### config.mk
export PLATFORM = sky130hd
export DESIGN_NAME = fetch_sequencer
export DESIGN_NICKNAME = d
export VERILOG_FILES = /design/src/rtl/fetch_sequencer.sv
export SDC_FILE = /design/constraint.sdc
export NUM_CORES = 1
export LEC_CHECK = 0
export CAP_MARGIN = 20
export CORE_UTILIZATION = 41
export CTS_CLUSTER_SIZE = 8
export DETAILED_ROUTE_END_ITERATION = 12
export PLACE_DENSITY = 0.86
export SYNTH_ARGS = -nofsm -noshare
export SYNTH_HDL_FRONTEND = slang
export SYNTH_SLANG_ARGS = --single-unit
### constraint.sdc
create_clock -name clk -period 1.8 [get_ports clk]
set_clock_uncertainty 0.2 [all_clocks]
set_input_delay 0.27 -clock clk [delete_from_list [all_inputs] [get_ports clk]]
set_output_delay 0.27 -clock clk [all_outputs]
set_load 0.05 [all_outputs]
### src/rtl/fetch_sequencer.sv
// fetch_sequencer: instruction-fetch controller for the ATMega32A emulator core.
// Holds the program counter, reads program memory over a request/valid
// handshake and presents each word to the decoder with its part2 flag.
//
//  state     | meaning
//  ----------+------------------------------------------------------------
//  S_FETCH   | strobe pmem_rd for one cycle at pc
//  S_WAIT    | read outstanding, waiting for pmem_valid
//  S_ISSUE   | word presented on instr_*, waiting for exec_ready
//  S_DISCARD | redirected with a read outstanding; drop the stale data
module fetch_sequencer #(
    parameter int PC_WIDTH = 14
) (
    input  logic                clk,
    input  logic                reset,
    output logic                pmem_rd,
    output logic [PC_WIDTH-1:0] pmem_addr,
    input  logic [15:0]         pmem_data,
    input  logic                pmem_valid,
    output logic [15:0]         instr_word,
    output logic                part2,
    output logic [PC_WIDTH-1:0] instr_addr,
    output logic                instr_valid,
    input  logic                exec_ready,
    input  logic                pc_load,
    input  logic [PC_WIDTH-1:0] pc_target
);

    typedef enum logic [1:0] {
        S_FETCH   = 2'd0,
        S_WAIT    = 2'd1,
        S_ISSUE   = 2'd2,
        S_DISCARD = 2'd3
    } state_t;

    state_t              state_q, state_d;
    logic [PC_WIDTH-1:0] pc_q, pc_d;
    logic                need_part2_q, need_part2_d;
    logic [15:0]         word_q, word_d;
    logic [PC_WIDTH-1:0] addr_q, addr_d;
    logic                part2_q, part2_d;
    logic                valid_q, valid_d;
    // Keeps pmem_rd low in the reset cycle itself; the first strobe follows
    // the first edge after reset release.
    logic                fetch_en_q;

    // CALL, JMP, LDS and STS carry a second opcode word.
    function automatic logic is_two_word(input logic [15:0] w);
        logic hit;
        hit = 1'b0;
        casez (w)
            16'b1001_010?_????_11??: hit = 1'b1;
            16'b1001_000?_????_0000: hit = 1'b1;
            16'b1001_001?_????_0000: hit = 1'b1;
            default:                 hit = 1'b0;
        endcase
        return hit;
    endfunction

    assign pmem_rd     = (state_q == S_FETCH) && fetch_en_q;
    assign pmem_addr   = pc_q;
    assign instr_word  = word_q;
    assign part2       = part2_q;
    assign instr_addr  = addr_q;
    assign instr_valid = valid_q;

    // State and datapath registers.
    always_ff @(posedge clk or posedge reset) begin
        if (reset) begin
            state_q      <= S_FETCH;
            pc_q         <= '0;
            need_part2_q <= 1'b0;
            word_q       <= 16'h0000;
            addr_q       <= '0;
            part2_q      <= 1'b0;
            valid_q      <= 1'b0;
            fetch_en_q   <= 1'b0;
        end else begin
            state_q      <= state_d;
            pc_q         <= pc_d;
            need_part2_q <= need_part2_d;
            word_q       <= word_d;
            addr_q       <= addr_d;
            part2_q      <= part2_d;
            valid_q      <= valid_d;
            fetch_en_q   <= 1'b1;
        end
    end

    // Next-state logic; a redirect overrides whatever the state decided.
    always_comb begin
        state_d      = state_q;
        pc_d         = pc_q;
        need_part2_d = need_part2_q;
        word_d       = word_q;
        addr_d       = addr_q;
        part2_d      = part2_q;
        valid_d      = valid_q;

        case (state_q)
            S_FETCH: begin
                if (fetch_en_q) begin
                    state_d = S_WAIT;
                end
            end
            S_WAIT: begin
                if (pmem_valid) begin
                    word_d  = pmem_data;
                    addr_d  = pc_q;
                    part2_d = need_part2_q;
                    valid_d = 1'b1;
                    pc_d    = pc_q + 1'b1;
                    state_d = S_ISSUE;
                end
            end
            S_ISSUE: begin
                if (exec_ready) begin
                    valid_d      = 1'b0;
                    state_d      = S_FETCH;
                    // A second word is never itself classified.
                    need_part2_d = !part2_q && is_two_word(word_q);
                end
            end
            S_DISCARD: begin
                if (pmem_valid) begin
                    state_d = S_FETCH;
                end
            end
            default: state_d = S_FETCH;
        endcase

        if (pc_load) begin
            pc_d = pc_target;
            if (state_q != S_DISCARD) begin
                need_part2_d = 1'b0;
                valid_d      = 1'b0;
                part2_d      = 1'b0;
                if (((state_q == S_WAIT) || pmem_rd) && !pmem_valid) begin
                    state_d = S_DISCARD;
                end else begin
                    state_d = S_FETCH;
                end
            end
        end
    end

endmodule

### Yosys cells after proc, flatten, opt, wreduce, memory -nomap -nowiden

Cells that the tools add are included.

* equality and inequality tests: 7
* mux-type cells: 27
* reductions and logical operators: 12
* $add $sub $neg: 1

Operators by type and width (number)
* 14-bit two-way mux: 3
* 11-bit equality test (second input constant): 2
* 1-bit two-way mux: 15
* 14-bit by 1-bit adder with 14-bit output (second input constant): 1
* 2-bit two-way mux: 7
* 9-bit equality test (second input constant): 1
* 2-bit one-hot mux with 4 select lines: 1
* 2-bit equality test (second input constant): 2
* 2-bit AND reduction: 2
* 2-bit nonzero test: 2
* 1-bit logical AND: 3
* 3-bit OR reduction: 1
* 2-bit by 1-bit equality test with 1-bit output (second input constant): 1
* 1-bit logical NOT: 2
* 2-bit logical NOT: 1
* 2-bit != test (second input constant): 1
* 1-bit one-hot mux with 2 select lines: 1
* 1-bit logical OR: 1

* flip-flop bits (word level): 50
* bits of input ports: 35
* output and inout port bits: 47
* logic and storage cells: 55

### Logic depth before layout (Yosys ltp)

* depth in word-level cells: 10
* gate-level depth with buffers: 7
* mapped depth without buffers: 6

### Least setup slack after synthesis

No wires, ideal clock.

* path type: register to register
* start: register pc_q[0] (netlist: pmem_addr[0])
* end: register pc_q[12] (netlist: pmem_addr[12])
* data required time: 1475 ps
* period minus slack after synthesis: 2072 ps
* data arrival time: 1747 ps
* stages on the path, launching flop included: 6
* path slack: -272 ps
* library setup time: 125 ps
* buffers on the path: 0
* cell sequence: dfrtp_1 > ha_1 > nand3_2 > nor4_2 > xor2_1 > mux2_2

* longest elaborated chain between the ends: 4

RTL lines
* start, declared: RTL line 37 `logic [PC_WIDTH-1:0] pc_q, pc_d;`
* start signal, assigned: RTL line 80 `pc_q <= pc_d;`
* 14-bit by 1-bit adder with 14-bit output: RTL line 112 `pc_d = pc_q + 1'b1;`
* 14-bit two-way mux: RTL line 107 `if (pmem_valid) begin`
* 14-bit two-way mux: RTL line 100 `case (state_q)`
* 14-bit two-way mux: RTL line 132 `if (pc_load) begin`

No other way between the ends. The select of a mux whose other input is x is not followed.
A chain may end at the register's enable or synchronous reset.

### Worst setup path in the final report

* start: register state_q[1]
* end: output port pmem_rd

* longest elaborated chain between the ends: 2

RTL lines
* start, declared: RTL line 36 `state_t state_q, state_d;`
* start signal, assigned: RTL line 79 `state_q <= state_d;`
* 2-bit logical NOT: RTL line 60 `assign pmem_rd = (state_q == S_FETCH) && fetch_en_q;`
* 1-bit logical AND: RTL line 60
* end, declared: RTL line 16 `output logic pmem_rd,`

No other way between the ends.

==> flow_summary_export.csv <==
group,metric,value,unit
synth,syn_avg_cell_area,11.9,um^2
floorplanning,start_util,0.425,
cells_and_area,antenna_cells,0,
pwr,power_leakage,0.00161,uW
placed_design,gp_routability_congestion,0.887,
floorplanning,core-area,5510,um^2
setup_path,required,1.33,ns
timing,clock.fmax,559,MHz
routing,drt-wirelength-per-cell,15.1,um
pwr,vdd_ir_drop_max,905,uV
synth,synth-edff-count,0,
setup_path,critPathMaxFanout,2,
synth,ys.flop_type,"dfrtp_1",
synth,yosysTopAreaCell,"dfrtp_1",
synth,synth-seq-area-share,0.535,
timing,final_max_slew_viol_count,0,
status,status,"complete, no violations",
setup_path,crit_type,"reg -> out",
cts,cts_tree,"done",
setup_path,critPathCaptureType,"output pin",
cells_and_area,drive_above_1_share,0.467,
floorplanning,row_count,27,
global_route,overflow,0,
setup_path,startpoint,"state_q[1]",
global_route,grt_pass1_vias,1893,
routing,remaining_drc_errors,0,
timing,hold_viol,0,
floorplanning,ios,82,
routing,drtPass1Iterations,4,
pwr,powerDensity,1660,nW/um^2
cells_and_area,fillCellCount,378,
setup_path,critPathArrivalTime,1.32,ns
cts,clk_pin_slew_worst_paths,0.09,ns
global_route,grt_pass1_wl,9110,um
cells_and_area,final_nets,342,
cts,cts_hold_buf,0,
placed_design,numPortBuffers,81,
synth,synth_area_leaders,"dfrtp_1 (53%), mux2_2 (14%), o21ai_0 (3.4%)",
floorplanning,die_w,77.5,um
cells_and_area,multi_input_area,1130,um^2
global_route,antenna_found_initial,0,
cells_and_area,regArea,1260,um^2
synth,yosysUniqueCellTypes,36,
cts,cts-root-buf,"clkbuf_8",
routing,routed_via_density,5.20,
cells_and_area,area_growth_syn_to_layout,58.7,%
timing,setup_violations,0,
synth,yosys_warnings,0,
cts,clk-insertion-delay-late,0.30,ns
cts,clockBufferDepth,2,
timing,period_share,0.994,
synth,synth_fp_nets,237,
routing,wirelength,5660,um
job,max_cap_viol_count,0,
global_route,grt_max_degree,27,
cts,cts.sinks,50,
cells_and_area,final_util,0.674,
setup_path,worstSetupStartpointType,"flop",
synth,async_reset_ff_frac,1.00,
setup_path,reg2reg_slack,0.04,ns
floorplanning,die_area,6010,um^2
timing,finalWorstSetupSlack,0.0100,ns
timing,rsz0062_at_grt,"true",
placed_design,dp_slack,-0.315,ns
hold_path,hp-class,"in -> async",
cts,numCtsBuffers,5,
routing,vias,1943,
timing,layout_min_cycle_time,1.79,ns
routing,first_iter_violations,94,
routing,drtAntennaViolNets,0,
global_route,grtUsageTotal,0.193,
synth,syn_area,2340,um^2
synth,synthCells,196,
synth,ys_top_cells_by_count,"dfrtp_1 (50), mux2_2 (30), nand2_1 (21), o21ai_0 (16), xnor2_1 (8)",
synth,synth_top_area_share,0.535,
setup_path,r2r_start,"state_q[1]",
floorplanning,die_h,77.5,um
placed_design,dp_hpwl,3950,um
cts,htreeDepth,2,
synth,synth_seq_cells,50,
synth,yosysMostFrequentCell,"dfrtp_1",
==> path summary, 6_finish.rpt <==
path	endpoint	cells past startpoint
hold / removal	fetch_en_q	2
hold reg to reg	instr_addr[5]	2
min in group clk	instr_addr[5]	2
setup / recovery	pmem_rd	5
setup reg to reg	pmem_addr[11]	7
max in group asynchronous	pmem_addr[2]	3
==> cell usage in the layout (no fill, tap or decap), types with 5 or more instances in the layout <==
cell             instances
buf_4                   54
dfrtp_1                 39
clkdlybuf4s50_1         33
mux2_2                  30
nand2_1                 20
buf_12                  16
dfrtp_2                 11
o21ai_0                  9
o21ai_1                  9
xnor2_1                  8
nor2_1                   6
xor2_1                   5
a21oi_1                  5
clkbuf_8                 5
==> cells by family (layout without fill, tap and decap cells) <==
family                     after synthesis  after routing  share of synthesized area
DFF                                     50             50                      0.535
and+or+nand+nor                         55             55                      0.144
other                                    1              1                    0.00160
adders and majority gates                6              6                     0.0321
xor gates and xnor gates                13             13                     0.0487
buffers and inverters                   13            119                     0.0273
muxes                                   31             31                      0.149
AOI/OAI and AO/OA                       27             27                     0.0631
==> worst max-delay path, stage by stage, from the launching register on <==
cell and delay [ns]:
dfrtp_1 0.37, inv_2 0.06, buf_4 0.13, ha_1 0.17, and2_4 0.15, buf_12 0.14
==> metal layers <==
metal | global-route usage | up-vias | share of wire
met5 | 0 | - | 0
met4 | 0.0830 | 0 | 0.018
met1 | 0.241 | 976 | 0.42
met2 | 0.327 | 57 | 0.52
met3 | 0.0365 | 10 | 0.041
li1 | - | 900 | -
==> power by group <==
group / switching (uW) / internal, uW
registers: 313 / 1530
clock network: 356 / 416
logic: 2110 / 1430
==> registers in the layout, indices dropped and copies added (netlist names) <==
signal        cells
instr_word       16
instr_addr       14
pmem_addr        14
state_q           2
fetch_en_q        1
instr_valid       1
need_part2_q      1
part2             1
==> through the flow <==
| step | hold WS, ns | power [uW] | TNS [ns] | instances | instance area [um^2] |
|---|---|---|---|---|---|
| 2_1_floorplan | 0.191 | 4010 | -0.0141 | 196 | 2370 |
| 3_3_place_gp | 0.266 | 5130 | -5.37 | 360 | 3440 |
| 3_5_place_dp | 0.280 | 5190 | -7.53 | 360 | 3440 |
| 4_1_cts | 0.0467 | 6120 | -0.0124 | 373 | 3640 |
| 5_1_grt | 0.0710 | 6450 | -0.186 | 374 | 3710 |
| 6_report | 0.0456 | 6150 | 0 | 374 | 3710 |
==> area by class of cell <==
class | count | area share
clock buffer | 7 | 0.0206
clock inverter | 1 | 0.00809
inverter | 5 | 0.00506
multi-input combinational | 133 | 0.305
sequential | 50 | 0.341
tap | 72 | 0.0243
timing repair buffer | 106 | 0.297
==> timing repair <==
action / 4_1_cts / 5_1_grt
pin swaps: 5 / 4
resized for setup: 12 / 17
gates cloned: 0 / 1
setup endpoints to repair: 6 / 26
setup buffers: 5 / 0
Note: power is estimated with default switching activity, not from simulation.
==> variant: new RTL, same flow settings <==
`pc_q`, `word_q` and `addr_q` no longer have a reset.
--- a/src/rtl/fetch_sequencer.sv
+++ b/src/rtl/fetch_sequencer.sv
@@ -70,6 +70,3 @@
             state_q      <= S_FETCH;
-            pc_q         <= '0;
             need_part2_q <= 1'b0;
-            word_q       <= 16'h0000;
-            addr_q       <= '0;
             part2_q      <= 1'b0;
@@ -79,6 +76,3 @@
             state_q      <= state_d;
-            pc_q         <= pc_d;
             need_part2_q <= need_part2_d;
-            word_q       <= word_d;
-            addr_q       <= addr_d;
             part2_q      <= part2_d;
@@ -87,2 +81,8 @@
         end
+    end
+
+    always_ff @(posedge clk) begin
+        pc_q   <= pc_d;
+        word_q <= word_d;
+        addr_q <= addr_d;
     end
Behaviour: not the same (Yosys sat finds a counterexample within 4 cycles, from zero or initial values and one cycle with reset high).
==> variant against the unedited design <==
The run now ends with negative setup slack left; first-iteration DRC count unchanged; fmax decreased by 2.9%; setup slack got worse by 0.054 ns; wire length decreased by 12%; sequential cell count unchanged; core utilization increased by 0.98 points; final area decreased by 5.9%; area after synthesis decreased by 7.0%; register-to-register slack got worse by 0.08 ns; highest routed layer unchanged.
Power is not compared: it rests on default switching activity, and its combinational part moved more than twofold at a synthesized area within 25%.
==> variant: results (changes against the unedited design) <==
Power and ir drop
  – Leakage: between 1 and 1.5 nW

Drt
  – Drt via density: 4.86 (-6.5%)
  – Via Count: 1,652 (-15%)
  – Wirelength per Cell: 14.7 um (-2.9%)
  – Initial drt markers: 94 (unchanged)

Final layout
  – Fill count: 366 (-3.2%)
  – Share of cells above drive strength 1: 37.0% (-9.7 points)
  – Nets: 310 (-9.4%)

Synth
  – Ys async rst share: 12.0% (-88 points)
  – Syn avg cell area: 13.8 sq um (+15%)
  – Dominant synthesized flop cell: edfxtp_1
  – Synthesized-area fraction occupied by adder cells: 3.45% (+0.24 points)
  – Xor-xnor portion of the synthesized cell area: 4.83% (-0.036 points)
  – Compound-cell area share of the yosys netlist: 5.75% (-0.56 points)
  – Sequential area share after synthesis: 67.6% (+14 points)
  – Synth top area cells: edfxtp_1 61%, dfrtp_1 6.9%, ha_1 3.5%
  – Mux cell area share after synthesis: 2.01% (-13 points)
  – Netlist cell types: 33 (-8.3%)
  – Commonest cells in the netlist: 44 x edfxtp_1, 17 x nand2_1, 11 x o21ai_0, 9 x nor2_1, 8 x xnor2_1

GRT
  – Largest net degree at the start of global routing: 20 (-26%)
  – Vias in the first global route: 1,666 (-12%)
  – First-pass GRT wire length: 7.61 mm (-16%)

Run status
  – Failing checks: negative setup slack
  – Status: finished, violations left

Timing
  – Final min period: 1.84 ns (+0.0539 ns)
  – Setup ws final: -0.0438 ns (-0.0539 ns)
  – Final-report setup violation count: 1 (+1)

Place
  – DP Worst Slack: -0.0251 ns (+0.290 ns)
  – Placed cell count: 328 (-8.9%)
  – Final RePlAce weighted congestion: 0.784 (-12%)
  – Placed Area: 3320 sq um (-3.4%)
  – DPL Wire Length: 3.83 mm (-2.9%)

Worst setup path
  – Highest-delay cell along the critical path: edfxtp_1
  – Worst Path Max Fanout: 4 (+2)
  – Crit path DAT: 1.70 ns (+0.38 ns)
  – CP max stage delay: 0.45 ns (+0.08 ns)

CTS
  – Root Driver: clkbuf_8
==> variant: cell types whose count changed after synthesis, sizes merged, moves of 3 or more <==
cell	delta
o21ai	-4
dfrtp	-44
nand2	-4
nand4	-3
buf	-5
nor2	+3
mux2	-27
edfxtp	+44
==> variant: final timing paths <==
kind,from,endpoint,slack [ns]
min in group asynchronous,reset,need_part2_q,0.54
max in group asynchronous,reset,instr_valid,0.65
min reg2reg,pmem_addr[13],instr_addr[13],0.36
max reg2reg,pmem_addr[0],pmem_addr[10],-0.04
max,pmem_addr[0],pmem_addr[10],-0.04
min,pmem_data[7],instr_word[7],0.31
==> variant: through the flow <==
stage	hold WS (ns)	utilization [%]	setup TNS, ns
global placement	0.316	65.0	0
global route	0.304	68.4	-0.419
floorplan	-0.139	-	-1.69
finish	0.308	68.4	-0.0438
detailed placement	0.329	65.0	-0.0276
CTS	0.304	67.6	-0.0235
==> variant: what timing repair did <==
action	4_1_cts	5_1_grt
pin swaps	2	3
hold buffers	1	0
endpoints found under the setup margin	2	6
resized for setup	1	5
gates cloned	0	0
setup buffers	1	2
endpoints found under the hold margin	6	0
==> variant: layout make-up <==
class / count / area (sq um) / share of cell area [%]
Clock inverter: 3 / 47.5 / 1.36
Timing Repair Buffer: 107 / 1070 / 30.5
Multi-Input combinational cell: 98 / 726 / 20.8
Clock buffer: 5 / 68.8 / 1.97
Tap cell: 70 / 87.6 / 2.51
Inverter: 7 / 26.3 / 0.752
Sequential cell: 50 / 1470 / 42.1
==> variant: power breakdown <==
group          switching [mW]  total [mW]  internal (mW)
clock                   0.382       0.803          0.421
sequential              0.109        1.58           1.47
combinational           0.960        1.65          0.689
total                    1.45        4.04           2.58
==> variant: metal layers <==
metal | part of all wire, % | wire length, um | global-route usage, % | up-vias
li1 | - | - | - | 794
met3 | 5.7 | 284 | 4.28 | 6
met4 | 0.88 | 44 | 6.29 | 0
met5 | 0 | 0 | 0 | -
met1 | 38 | 1900 | 19.9 | 788
met2 | 55 | 2760 | 35.4 | 64
==> variant: cell families after synthesis <==
kind of cell    Yosys count
simple gates             53
flops                    50
compound gates           22
xor+xnor                 12
buf+inv                  10
fa+ha+maj                 6
mux                       4
other cells               1
==> variant: worst max-delay path, delay by kind of cell, from the launching register on <==
kind | cells | cell delay (ns)
xor gates and xnor gates | 1 | 0.15
adders and majority gates | 1 | 0.22
buffers and inverters | 1 | 0.15
DFF | 1 | 0.45
muxes | 1 | 0.26
and+or+nand+nor | 2 | 0.16
